===== src/rtl/rosc_odometer_seq.sv =====
// rtl/rosc_odometer_seq.sv - command-driven ROSC odometer measure/stress sequencer
module rosc_odometer_seq #(
    parameter int NUM_CH     = 3,
    parameter int CH_W       = 4,
    parameter int CNT_W      = 16,
    parameter int WIN_W      = 16,
    parameter int SETTLE_CYC = 8
) (
    input  logic              i_clk,
    input  logic              i_rst,
    input  logic              i_cmd_valid,
    output logic              o_cmd_ready,
    input  logic              i_cmd_mode,
    input  logic [CH_W-1:0]   i_cmd_ch,
    input  logic              i_cmd_ac_dc,
    input  logic [WIN_W-1:0]  i_cmd_win,
    input  logic              i_stop,
    input  logic              i_rosc_out,
    output logic [NUM_CH-1:0] o_sel,
    output logic              o_en_power_rosc,
    output logic              o_en_rosc,
    output logic              o_meas_stress,
    output logic              o_start,
    output logic              o_ac_dc,
    output logic              o_res_valid,
    input  logic              i_res_ready,
    output logic [CNT_W-1:0]  o_res_data,
    output logic [CH_W-1:0]   o_res_ch,
    output logic              o_res_ovf,
    output logic              o_res_abort,
    output logic              o_busy
);

    localparam int ST_W = (SETTLE_CYC > 1) ? $clog2(SETTLE_CYC) : 1;

    typedef enum logic [2:0] {
        S_IDLE,
        S_SETTLE,
        S_COUNT,
        S_RESULT,
        S_STRESS
    } state_t;

    state_t              r_state;
    logic [CH_W-1:0]     r_ch;
    logic [WIN_W-1:0]    r_win_last;
    logic [WIN_W-1:0]    r_win_cnt;
    logic [ST_W-1:0]     r_settle_cnt;
    logic [CNT_W-1:0]    r_cnt;
    logic                r_ovf;
    logic                r_sync1;
    logic                r_sync2;
    logic                r_prev;

    logic                w_rise;
    logic                w_sat;
    logic                w_ch_ok;
    logic [CNT_W-1:0]    w_cnt_next;
    logic                w_ovf_next;
    logic [NUM_CH-1:0]   w_sel_cmd;
    logic [WIN_W-1:0]    w_win_last;

    // Rising edge of the synchronised oscillator; saturating edge counter next value
    assign w_rise     = r_sync2 & ~r_prev;
    assign w_sat      = &r_cnt;
    assign w_cnt_next = (w_rise && !w_sat) ? r_cnt + CNT_W'(1) : r_cnt;
    assign w_ovf_next = r_ovf | (w_rise & w_sat);
    assign w_ch_ok    = int'(i_cmd_ch) < NUM_CH;
    assign w_sel_cmd  = NUM_CH'(1) << i_cmd_ch;
    // A zero-length window behaves as a one-cycle window
    assign w_win_last = (i_cmd_win == '0) ? '0 : i_cmd_win - WIN_W'(1);

    // Two-flop synchroniser plus previous-sample flop for edge detection
    always_ff @(posedge i_clk) begin
        if (i_rst) begin
            r_sync1 <= 1'b0;
            r_sync2 <= 1'b0;
            r_prev  <= 1'b0;
        end else begin
            r_sync1 <= i_rosc_out;
            r_sync2 <= r_sync1;
            r_prev  <= r_sync2;
        end
    end

    // Sequencer FSM; every control output is registered on the transition into its state
    always_ff @(posedge i_clk) begin
        if (i_rst) begin
            r_state         <= S_IDLE;
            r_ch            <= '0;
            r_win_last      <= '0;
            r_win_cnt       <= '0;
            r_settle_cnt    <= '0;
            r_cnt           <= '0;
            r_ovf           <= 1'b0;
            o_cmd_ready     <= 1'b1;
            o_sel           <= '0;
            o_en_power_rosc <= 1'b0;
            o_en_rosc       <= 1'b0;
            o_meas_stress   <= 1'b0;
            o_start         <= 1'b0;
            o_ac_dc         <= 1'b0;
            o_res_valid     <= 1'b0;
            o_res_data      <= '0;
            o_res_ch        <= '0;
            o_res_ovf       <= 1'b0;
            o_res_abort     <= 1'b0;
            o_busy          <= 1'b0;
        end else begin
            case (r_state)
                S_IDLE: begin
                    if (i_cmd_valid && o_cmd_ready) begin
                        r_ch       <= i_cmd_ch;
                        r_win_last <= w_win_last;
                        // Out-of-range channels are swallowed without leaving IDLE
                        if (w_ch_ok) begin
                            o_sel           <= w_sel_cmd;
                            o_en_power_rosc <= 1'b1;
                            o_cmd_ready     <= 1'b0;
                            o_busy          <= 1'b1;
                            r_settle_cnt    <= '0;
                            r_cnt           <= '0;
                            r_ovf           <= 1'b0;
                            if (i_cmd_mode) begin
                                r_state <= S_STRESS;
                                o_start <= 1'b1;
                                o_ac_dc <= i_cmd_ac_dc;
                            end else begin
                                r_state       <= S_SETTLE;
                                o_en_rosc     <= 1'b1;
                                o_meas_stress <= 1'b1;
                            end
                        end
                    end
                end
                S_SETTLE: begin
                    r_settle_cnt <= r_settle_cnt + ST_W'(1);
                    if (i_stop) begin
                        r_state         <= S_RESULT;
                        o_sel           <= '0;
                        o_en_power_rosc <= 1'b0;
                        o_en_rosc       <= 1'b0;
                        o_meas_stress   <= 1'b0;
                        o_res_valid     <= 1'b1;
                        o_res_data      <= '0;
                        o_res_ch        <= r_ch;
                        o_res_ovf       <= 1'b0;
                        o_res_abort     <= 1'b1;
                    end else if (r_settle_cnt == ST_W'(SETTLE_CYC - 1)) begin
                        r_state   <= S_COUNT;
                        r_win_cnt <= '0;
                    end
                end
                S_COUNT: begin
                    r_cnt     <= w_cnt_next;
                    r_ovf     <= w_ovf_next;
                    r_win_cnt <= r_win_cnt + WIN_W'(1);
                    // Window expiry and STOP both close the window; the edge of this cycle counts
                    if (i_stop || (r_win_cnt == r_win_last)) begin
                        r_state         <= S_RESULT;
                        o_sel           <= '0;
                        o_en_power_rosc <= 1'b0;
                        o_en_rosc       <= 1'b0;
                        o_meas_stress   <= 1'b0;
                        o_res_valid     <= 1'b1;
                        o_res_data      <= w_cnt_next;
                        o_res_ch        <= r_ch;
                        o_res_ovf       <= w_ovf_next;
                        o_res_abort     <= i_stop;
                    end
                end
                S_RESULT: begin
                    if (i_res_ready) begin
                        r_state     <= S_IDLE;
                        o_res_valid <= 1'b0;
                        o_res_data  <= '0;
                        o_res_ch    <= '0;
                        o_res_ovf   <= 1'b0;
                        o_res_abort <= 1'b0;
                        o_busy      <= 1'b0;
                        o_cmd_ready <= 1'b1;
                    end
                end
                S_STRESS: begin
                    if (i_stop) begin
                        r_state         <= S_IDLE;
                        o_sel           <= '0;
                        o_en_power_rosc <= 1'b0;
                        o_start         <= 1'b0;
                        o_ac_dc         <= 1'b0;
                        o_busy          <= 1'b0;
                        o_cmd_ready     <= 1'b1;
                    end
                end
                default: begin
                    r_state <= S_IDLE;
                end
            endcase
        end
    end

endmodule


===== config.mk =====
export PLATFORM = sky130hd
export DESIGN_NAME = rosc_odometer_seq
export DESIGN_NICKNAME = d
export VERILOG_FILES = /design/src/rtl/rosc_odometer_seq.sv
export SDC_FILE = /design/constraint.sdc
export NUM_CORES = 1
export LEC_CHECK = 0
export CORE_MARGIN = 8
export CORE_UTILIZATION = 43
export CTS_CLUSTER_DIAMETER = 60
export DETAILED_ROUTE_END_ITERATION = 8
export PLACE_DENSITY_LB_ADDON = 0.25
export SLEW_MARGIN = 10
export SYNTH_ARGS = -nofsm -noshare
export SYNTH_HDL_FRONTEND = slang
export SYNTH_SLANG_ARGS = --single-unit

===== constraint.sdc =====
create_clock -name i_clk -period 2.35 [get_ports i_clk]
set_clock_uncertainty 0.05 [all_clocks]
set_input_delay 0.47 -clock i_clk [delete_from_list [all_inputs] [get_ports i_clk]]
set_output_delay 0.47 -clock i_clk [all_outputs]
set_load 0.01 [all_outputs]

Word level (Yosys, flattened, before mapping)
Cells that the tools add are included.
Widths: inputs -> output; s select.
{"block": "op_classes", "addsub": 4, "multipliers": 0, "div_mod_pow": 0, "n_lt_le_gt_ge": 1, "n_eq_ne": 18, "shift": 1, "n_mux": 63, "bitwise": 4, "n_reduce_logical": 26}
{"cell": "$mux 16", "n": 9}
{"cell": "$pmux 16 s2", "n": 2}
{"cell": "$pmux 16 s3", "n": 1}
{"cell": "$mux 3", "n": 13}
{"cell": "$add 16x1->16 const B", "n": 2}
{"cell": "$mux 1", "n": 21}
{"cell": "$pmux 1 s3", "n": 7}
{"cell": "$ne 2x2->1 const B", "n": 10}
{"cell": "$eq 16x16->1", "n": 1}
{"cell": "$logic_not 16->1", "n": 1}
{"cell": "$reduce_and 16->1", "n": 1}
{"cell": "$sub 16x1->16 const B", "n": 1}
{"cell": "$pmux 3 s5", "n": 1}
{"cell": "$reduce_and 5->1", "n": 3}
{"cell": "$mux 4", "n": 3}
{"cell": "$pmux 4 s3", "n": 1}
{"cell": "$reduce_and 6->1", "n": 2}
{"cell": "$reduce_bool 3->1", "n": 4}
{"cell": "$pmux 3 s3", "n": 1}
{"cell": "$reduce_and 3->1", "n": 3}
{"cell": "$reduce_bool 2->1", "n": 4}
{"cell": "$eq 3x2->1 const B", "n": 2}
{"cell": "$eq 3x3->1 const B", "n": 2}
{"cell": "$pmux 1 s2", "n": 3}
{"cell": "other kinds (17)", "n": 19}
{"block": "word_totals", "reg_bits": 94, "latchBits": 0, "ram_bits": 0, "romBits": 0, "input_bits": 28, "mem_count": 0}

Depth between registers and ports, before layout
{"block": "depth", "ltp_word": 6, "mapped_depth": 7}

Worst setup path before layout
Ideal clock, no wire load.
{"block": "synth_path", "kind": "input to register", "start": "input port i_cmd_win[4]", "end": "register r_win_last[4]", "arrival_ns": 1.826, "path_slack_ns": 0.346, "path_stages": 7, "n_path_buf": 2, "cell_sequence": "or4_1 > buf_2 > nor3_4 > a41oi_2 > buf_6 > a22oi_2 > nor2_1"}
{"block": "synth_via", "elab_chain_cells": 2}
{"item": "start: declaration", "line": "16", "text": "input logic [WIN_W-1:0] i_cmd_win,"}
{"item": "$sub 16x1->16 or $logic_not 16->1 (tied branches)", "line": "71", "text": "assign w_win_last = (i_cmd_win == '0) ? '0 : i_cmd_win - WIN_W'(1);"}
{"item": "$mux 16 (*)", "line": "71"}
{"item": "end signal: assignment", "line": "114", "text": "r_win_last <= w_win_last;"}
{"item": "end: declaration", "line": "46", "text": "logic [WIN_W-1:0] r_win_last;"}
Mark *: on every way between the ends. The rest lies on a longest branch, timed or not.
A chain may end at the register's enable or synchronous reset.

Final worst setup path
{"block": "layout_path", "start": "input port i_cmd_win[4]", "end": "register r_win_last[11]"}
The elaborated chain is that of the path after synthesis.

==> metrics.md <==
| Metric | Value |
|---|---|
| Status | finished, final reports clean |
| Initial DRC count | 388 |
| Post-Synth Adder-Cell Area | 1.50% |
| CTS H-tree lvls | 3 |
| Die X | 124 µm |
| Grt total ovfl | 0 |
| Final Critical Period | 2.13 ns |
| Kind of critical path | in -> reg |
| Resized cells post-CTS | 0 |
| Post-synth EDFFs | 0 |
| # nets final | 702 |
| CP endpoint kind | flip-flop |
| Count of final hold-check violations | 0 |
| CTS tree | done |
| Crit path launch type | input port |
| Worst rel slew slack | 49.0% |
| Antenna violations before repair | 0 |
| Port bufs | 60 |
| Clk pin slew, worst setup/hold paths | 0.06 ns |
| Mapped cell area | 0.00501 mm² |
| Syn Inst Count | 588 |
| Final Cell Area | 0.00630 mm² |
| Mux share of post-synthesis cell area | 4.25% |
| Layout area overhead | 25.8% |
| Crit Path Max Fanout | 5 |
| Leakage power | 2.43 nW |
| Synth Area in XOR/XNOR | 7.17% |
| Placer Congestion | 0.831 |
| Ratio of cells with drive above 1 in the final layout | 11.9% |
| Dpl cells | 800 |
| Average routed wire per standard cell | 14.8 µm |
| Clock Sink Count | 94 |
| Via count | 4,522 |
| Die height | 124 µm |
| GRT Overall Usage | 16.4% |
| Slew of the pin with the lowest slew margin | 0.764 ns |
| Period utilisation layout | 90.8% |
| CP arrival | 2.32 ns |
| Simple-gate share of the synthesized area | 26.4% |
| Register area share after synthesis | 37.6% |
| WL final | 12.1 mm |
| Main combinational cell family by area after synthesis | simple AND/OR/NAND/NOR gates |
| Compound-Gate Fraction of Synth Area | 18.2% |
| Worst skew pair latency | 0.34 ns |
| Root Buffer | clkbuf_16 |
| IO Count | 61 |
| Synth top area share | 37.6% |
| Worst hold path type | reg -> reg |
| Largest net degree at the start of global routing | 34 |
| Total chip power | 4.54 mW |
| Die area | 0.0154 mm² |
| DR pass1 iterations | 5 |
| Worst-case vdd ir drop | 0.356 mV |
| Mean Syn Cell Area | 8.52 µm² |
| Post-Synthesis Net Count | 622 |
| Vias per inst | 5.55 |
| Remaining DRCs | 0 |
| Req. time, crit path | 2.53 ns |
| Detailed placer's ending HPWL | 8.98 mm |
| Number of global-route vias before repair | 4,383 |
| Reg-to-Reg End | o_res_data[14] |
| CTS hold repair buffers | 0 |
| Num CTS Buffers | 9 |
| Reg2reg start | r_cnt[0] |
| Worst setup startpoint | i_cmd_win[4] |
| RSZ-0062 raised after global routing | false |
| ANT nets after route | 0 |
| Top cells by area, synth | dfxtp_1 38%, xor2_1 5.2%, nor2_1 4.5%, mux2i_1 3.8%, nand2b_1 3.6% |
| Final TNS setup | 0 ns |
| CTS Buffer Depth | 2 |
| Fmax | 469 MHz |
| Synth Register Bits | 94 |
| Synth area leader | dfxtp_1 |
| Rows | 39 |
| Async SR Flop Fraction | 0% |
| Max Transition Viols Final | 0 |
| Hold Startpoint | r_sync1 |
| Worst R2R Setup Slack | 0.27 ns |
| Worst setup endpoint | r_win_last[11] |
| # diodes | 0 |
| Setup Fix Bufs, Post-CTS | 0 |
| Initial Utilization | 44.0% |
| Fin cells | 815 |
| Reg2Reg Depth | 6 |
| Core ar. | 0.0114 mm² |
| Synth unique cells | 67 |
| Synth warnings | 0 |
| Global-route wire length before repair | 20.5 mm |
| Maxcap violations | 0 |
| Most used DFF post-synth | dfxtp_1 |
| Power density cells | 722 mW/mm² |
| # setup viols final | 0 |
| Area after DPL | 0.00597 mm² |
-- cell usage after synthesis (all sizes together) (15+ instances only) --
cell / instances
xor2: 30
nor4: 15
nand2: 42
nor3: 22
dfxtp: 94
nor2: 60
clkbuf: 17
nand2b: 29
buf: 15
inv: 24
mux2i: 19
o21ai: 25
a21oi: 31
-- layout by cell type (no fill, tap or decap), drive strengths merged, types with 3 or more instances in the layout --
cell,count
and3,6
xnor2,11
mux2i,19
nor3b,3
nand2,42
clkbuf,11
a211oi,8
o21ai,25
nor2,60
a41oi,4
inv,24
a21boi,5
nor3,22
and4,6
a31oi,6
nand4,8
a21oi,31
nor2b,6
or3,11
nor4,15
a21o,3
dfxtp,94
o21a,4
o21bai,6
buf,42
a22oi,13
nand3b,3
ha,6
xor2,30
nand2b,29
nand4b,4
o32ai,6
nand3,14
or4,4
clkdlybuf4s50,59
-- worst min-delay path by stage --
| stage | cells after the start | to | slack (ns) |
|---|---|---|---|
| finish | 1 | r_sync2 | 0.40 |
| CTS | 1 | r_sync2 | 0.40 |
| global placement | 2 | o_ac_dc | 0.39 |
| floorplan | 1 | r_sync2 | 0.36 |
| detailed placement | 1 | r_sync2 | 0.39 |
| global route | 1 | r_sync2 | 0.42 |
-- state kept, by name (all words and copies together), names as in the netlist --
register / cells
r_ch: 4
o_res_ovf: 1
o_meas_stress: 1
o_en_power_rosc: 1
r_win_last: 16
o_sel: 3
r_cnt: 16
o_res_abort: 1
r_ovf: 1
o_res_data: 16
o_res_valid: 1
o_res_ch: 4
r_sync1: 1
r_state: 3
r_prev: 1
o_ac_dc: 1
r_settle_cnt: 3
r_win_cnt: 16
o_start: 1
o_busy: 1
r_sync2: 1
o_cmd_ready: 1
-- power breakdown --
| group | leakage [nW] | total, mW | internal [mW] | switching (mW) |
|---|---|---|---|---|
| Sequential | 0.762 | 1.82 | 1.72 | 0.104 |
| Combinational | 1.51 | 1.14 | 0.527 | 0.613 |
| Clock | 0.161 | 1.58 | 0.981 | 0.601 |
| Total | 2.43 | 4.54 | 3.23 | 1.32 |
-- logic make-up (layout without fill, tap and decap cells) --
| family | after synthesis | count (layout) |
|---|---|---|
| AOI/OAI and AO/OA | 127 | 127 |
| xor gates and xnor gates | 41 | 41 |
| muxes | 21 | 21 |
| buffers and inverters | 56 | 140 |
| DFF | 94 | 94 |
| and+or+nand+nor | 243 | 243 |
| adders and majority gates | 6 | 6 |
-- area by class of cell --
type | instances | area, µm²
fill | 1060 | 5070
tap | 143 | 179
multi-input combinational | 438 | 2880
clock buffer | 11 | 253
timing repair buffer | 101 | 941
sequential | 94 | 1880
inverter | 24 | 90.1
clock inverter | 4 | 70.1
-- layer usage --
| layer | part of all wire [%] | vias up | GRT usage [%] |
|---|---|---|---|
| met5 | 0 | - | 0 |
| met4 | 1.9 | 0 | 7.81 |
| met3 | 3.2 | 17 | 2.40 |
| met2 | 49 | 108 | 27.5 |
| met1 | 46 | 2132 | 20.2 |
| li1 | - | 2265 | - |
-- critical path, stage by stage --
cell and delay [ns]:
clkdlybuf4s50_1 0.42, or4_1 0.60, buf_4 0.19, nor4_4 0.29
and2b_1 0.18, xnor2_1 0.11, o21ai_1 0.06
-- metrics by stage --
step                setup slack (ns)  util [%]  hold WS, ns
floorplan                      0.346         -        0.364
global placement              -0.199      52.5        0.389
detailed placement            -0.283      52.5        0.391
CTS                           0.0541      55.4        0.404
global route                  0.0812      55.4        0.419
finish                         0.216      55.4        0.403
(Power assumes the default switching activity.)
